## src/rtl/mask_encoder.sv

```systemverilog
// Sequential bitmask encoder: walks a WORD-bit mask and emits the index of each
// set bit, lowest first, one per idx handshake.
module mask_encoder #(
  parameter int WORD = 32,
  parameter int IDX  = 5
) (
  input  logic            clk,
  input  logic            rst_n,
  input  logic            load_valid,
  output logic            load_ready,
  input  logic [WORD-1:0] load_mask,
  output logic            idx_valid,
  input  logic            idx_ready,
  output logic [IDX-1:0]  idx,
  output logic            idx_last,
  output logic [IDX:0]    remaining,
  output logic            done,
  output logic            state_dbg
);

  // Handshakes: a transfer happens on a rising edge where valid and ready are
  // both high; valid never depends on ready, and offered data holds until taken.

  typedef enum logic {IDLE = 1'b0, EMIT = 1'b1} state_t;

  localparam logic [IDX:0]    ONE = (IDX+1)'(1);
  localparam logic [IDX:0]    TWO = (IDX+1)'(2);
  localparam logic [WORD-1:0] BIT0 = {{(WORD-1){1'b0}}, 1'b1};

  state_t          state;
  logic [WORD-1:0] pending;
  logic [WORD-1:0] cleared;
  logic [IDX-1:0]  next_low;
  logic [IDX-1:0]  load_low;
  logic [IDX:0]    load_cnt;

  function automatic logic [IDX-1:0] lowest(input logic [WORD-1:0] v);
    lowest = '0;
    for (int i = WORD - 1; i >= 0; i--) begin
      if (v[i]) lowest = IDX'(i);
    end
  endfunction

  function automatic logic [IDX:0] popcnt(input logic [WORD-1:0] v);
    popcnt = '0;
    for (int i = 0; i < WORD; i++) begin
      popcnt = popcnt + (IDX+1)'(v[i]);
    end
  endfunction

  always_comb begin
    cleared  = pending & ~(BIT0 << idx);
    next_low = lowest(cleared);
    load_low = lowest(load_mask);
    load_cnt = popcnt(load_mask);
  end

  assign load_ready = (state == IDLE);
  assign state_dbg  = state;

  always_ff @(posedge clk or negedge rst_n) begin
    if (!rst_n) begin
      state     <= IDLE;
      pending   <= '0;
      idx_valid <= 1'b0;
      idx       <= '0;
      idx_last  <= 1'b0;
      remaining <= '0;
      done      <= 1'b0;
    end else begin
      done <= 1'b0;
      case (state)
        IDLE: begin
          if (load_valid) begin
            if (load_mask != '0) begin
              pending   <= load_mask;
              idx       <= load_low;
              remaining <= load_cnt;
              idx_last  <= (load_cnt == ONE);
              idx_valid <= 1'b1;
              state     <= EMIT;
            end else begin
              // An empty mask is consumed immediately.
              done <= 1'b1;
            end
          end
        end
        EMIT: begin
          if (idx_valid && idx_ready) begin
            pending   <= cleared;
            remaining <= remaining - ONE;
            if (cleared != '0) begin
              idx      <= next_low;
              idx_last <= (remaining == TWO);
            end else begin
              idx_valid <= 1'b0;
              idx_last  <= 1'b0;
              done      <= 1'b1;
              state     <= IDLE;
            end
          end
        end
        default: state <= IDLE;
      endcase
    end
  end

endmodule

```

## config.mk

```make
export PLATFORM = sky130hd
export DESIGN_NAME = mask_encoder
export DESIGN_NICKNAME = d
export VERILOG_FILES = /design/src/rtl/mask_encoder.sv
export SDC_FILE = /design/constraint.sdc
export NUM_CORES = 1
export LEC_CHECK = 0
export CORE_ASPECT_RATIO = 1.75
export CORE_MARGIN = 2
export CORE_UTILIZATION = 50
export CTS_BUF_LIST = sky130_fd_sc_hd__clkbuf_4 sky130_fd_sc_hd__clkbuf_8
export DETAILED_ROUTE_END_ITERATION = 8
export DONT_BUFFER_PORTS = 1
export GPL_TIMING_DRIVEN = 1
export SYNTH_ARGS = -nofsm -noshare
export SYNTH_HDL_FRONTEND = slang
export SYNTH_SLANG_ARGS = --single-unit
```

## constraint.sdc

```tcl
create_clock -name clk -period 3.6 [get_ports clk]
set_clock_uncertainty 0.15 [all_clocks]
set_input_delay 0.36 -clock clk [delete_from_list [all_inputs] [get_ports clk]]
set_output_delay 0.36 -clock clk [all_outputs]
set_load 0.02 [all_outputs]
```

==> flow_summary.yaml <==
cells_and_area:
  synthToLayoutAreaGrowth_pct: 11.5
  num_antenna_cells: 0
  nets: 618
  drive_above_1_share: 0.120
  final_util: 0.575
  stdcell_area_um2: 4810
  n_fill_cell: 833
  stdcell_count: 664
floorplan:
  die_x_um: 74.2
  rows: 44
  start_util: 0.516
  dieArea_um2: 9420
  fp.dieH_um: 127
  boundaryPins: 52
  core_um2: 8370
power_and_ir_drop:
  power_density_nw_per_um2: 1000
  p_leak_nw: 2.14
  p_total_mw: 4.81
  ir_worst_vdd_v: 0.000987
clock_tree:
  worstSkewPairLatency_ps: 320
  clockRootBuffer: "clkbuf_8"
  path_clk_slew_ps: 100
  cts_tree: "yes"
  clock_sinks: 47
  postCtsSetupRepairBufs: 0
  htree_levels: 2
  clockBufferDepth: 2
  cts_buffers: 5
sta:
  tightest_slew_ps: 756
  setup_ws_ps: -1050
  fin_crit_sh: 1.29
  slew_viol_final: 0
  rsz0062_at_grt: "yes"
  max_slew_margin: 0.492
  hold_viol_final: 0
  setup_viol: 7
  final.setup.tns_ps: -5930
  hold_ws_ps: 22.8
  min_period_ps: 4650
  fmax_mhz: 215
drt:
  drcViolationCount: 0
  routed_via_density: 6.37
  ant_nets: 0
  drt_first_pass_iters: 8
  wl_um: 14300
  dr.first_iter.drc_count: 357
  wire_per_inst_um: 21.6
  vias: 4231
setup_path:
  startpoint_type: "input pin"
  cpMaxStageDelayCell: "fa_2"
  cp.required_ps: 3700
  critPathMaxFanout: 5
  crit_path_frequent_cell: "fa_1"
  path_cells: "fa_1 > inv_1 > fa_1 > inv_1 > fa_1 > inv_2 > fa_2 > fa_1 > fa_1 > inv_2 > ha_4 > fa_2 > a21o_1 > a21oi_2 > xnor2_2 > o2111ai_1 > a31oi_1"
  worst_path_largest_cell_delay_ps: 550
  worstRegToRegCells: 7
  endpoint_kind: "register"
  cp_data_arrival_time_ps: 4760
  crit_type: "input pin to register"
yosys:
  postSynthAreaPerCell_um2: 8.11
  synth-async-reset-ratio: 1.00
  yosysWarnings: 0
  synth_seq_cells: 47
  postSynthCellCount: 532
  netlist_top_cells_area: "dfrtp_1, fa_1, o21ai_0"
  yosysSeqAreaShare: 0.272
  synth-edff-count: 0
  ys.flop_type: "dfrtp_1"
  syn-num-nets: 602
  netlist_area_um2: 4320
  yosys.area.top_type: "dfrtp_1"
  synth_top_area_share: 0.272
  synth_cell_types: 65
outcome:
  status: "finished, violations left"
  violations: "negative setup slack"
place:
  hpwl_um: 11400
  port_buffers: 0
  pre_cts_ws_ps: -1410
  dp_cells: 654
  gp_congestion: 0.992
  place_area_um2: 4610
global_routing:
  grt.overflow.total: 0
  antenna_found_initial: 0
  grt_pass1_wl_um: 23000
  first_global_vias: 4365
  grtUsageTotal: 0.325
  grt_max_degree: 48
hold_path:
  worstHoldPathType: "input pin to register"
  hold_depth: 1
flow_run:
  drv_cap: 0
[Yosys cell counts, drive strengths merged, types with 3 or more instances]
| cell | count |
|---|---|
| a211oi | 4 |
| a21o | 5 |
| a21oi | 29 |
| a31oi | 9 |
| buf | 14 |
| clkbuf | 11 |
| dfrtp | 47 |
| fa | 24 |
| ha | 10 |
| inv | 51 |
| mux2i | 14 |
| nand2 | 51 |
| nand2b | 5 |
| nand3 | 12 |
| nand3b | 3 |
| nand4 | 8 |
| nor2 | 44 |
| nor2b | 3 |
| nor3 | 12 |
| nor4 | 12 |
| nor4b | 3 |
| o211ai | 6 |
| o21a | 10 |
| o21ai | 74 |
| o22ai | 7 |
| o311ai | 5 |
| o31a | 5 |
| o31ai | 12 |
| or2 | 3 |
| or3 | 4 |
| or3b | 4 |
| or4 | 4 |
[worst max-delay path: cells and delay by family]
family / cells / cell delay [ps]
AO/OA/AOI/OAI: 4 / 600
XOR/XNOR: 1 / 150
adder cells (fa/ha/maj): 8 / 3450
buffers and inverters: 4 / 190
[cells in the final DEF, fill, tap and decap left out, drive strengths merged, types with 9 or more instances in the layout]
cell	count
nor4	12
inv	52
o21a	10
buf	33
nand2	51
a21oi	29
nor3	12
o31ai	12
ha	10
nand3	12
dfrtp	47
nor2	44
fa	24
mux2i	14
o21ai	74
a31oi	9
[sequential cells by signal, summed over array words and instances, names as in the netlist]
register / cells
pending: 32
done: 1
idx: 5
idx_valid: 1
state_dbg: 1
remaining: 6
idx_last: 1
[where the power goes]
| part | total, mW | internal (mW) | switching, mW |
|---|---|---|---|
| clock network | 0.418 | 0.211 | 0.207 |
| registers | 0.996 | 0.704 | 0.292 |
| logic | 3.40 | 1.42 | 1.98 |
| total | 4.81 | 2.34 | 2.47 |
[path summary, 6_finish.rpt]
check                                    to  slack [ps]           from
worst max-delay path               idx_last       -1050  load_mask[17]
worst min-delay path             pending[3]          20   load_mask[3]
worst max register to register     idx_last         260         idx[0]
worst min register to register  pending[19]         340    pending[19]
max in group asynchronous       pending[12]        2660          rst_n
min in group asynchronous       pending[18]         440          rst_n
[cells by family after synthesis]
| kind of cell | Yosys count | share of synthesized area |
|---|---|---|
| adders and majority gates | 34 | 0.140 |
| DFF | 47 | 0.272 |
| AOI/OAI and AO/OA | 185 | 0.274 |
| and+or+nand+nor | 173 | 0.203 |
| buffers and inverters | 76 | 0.0710 |
| muxes | 14 | 0.0325 |
| xor gates and xnor gates | 3 | 0.00609 |
[area by class of cell]
cell class	count	area, µm²	area share
multi-input cells	409	2900	0.603
repair buffers	34	278	0.0577
inverters	51	194	0.0403
clock inverters	3	47.5	0.00988
clock buffers	5	68.8	0.0143
flip-flops and latches	47	1180	0.244
well taps	115	144	0.0299
[timing repair]
item,4_1_cts,5_1_grt
hold buffers,2,0
gates cloned,0,0
endpoints found under the hold margin,47,0
pin swaps,2,3
setup endpoints to repair,7,7
gates resized for setup,6,6
[layer usage]
layer	GRT usage	wire length, µm	vias to the layer above
met5	0	0	-
met3	0.0516	767	38
met1	0.374	5250	2060
met2	0.567	7620	171
met4	0.161	697	0
li1	-	-	1962
Power figures use the tool's default switching activity.
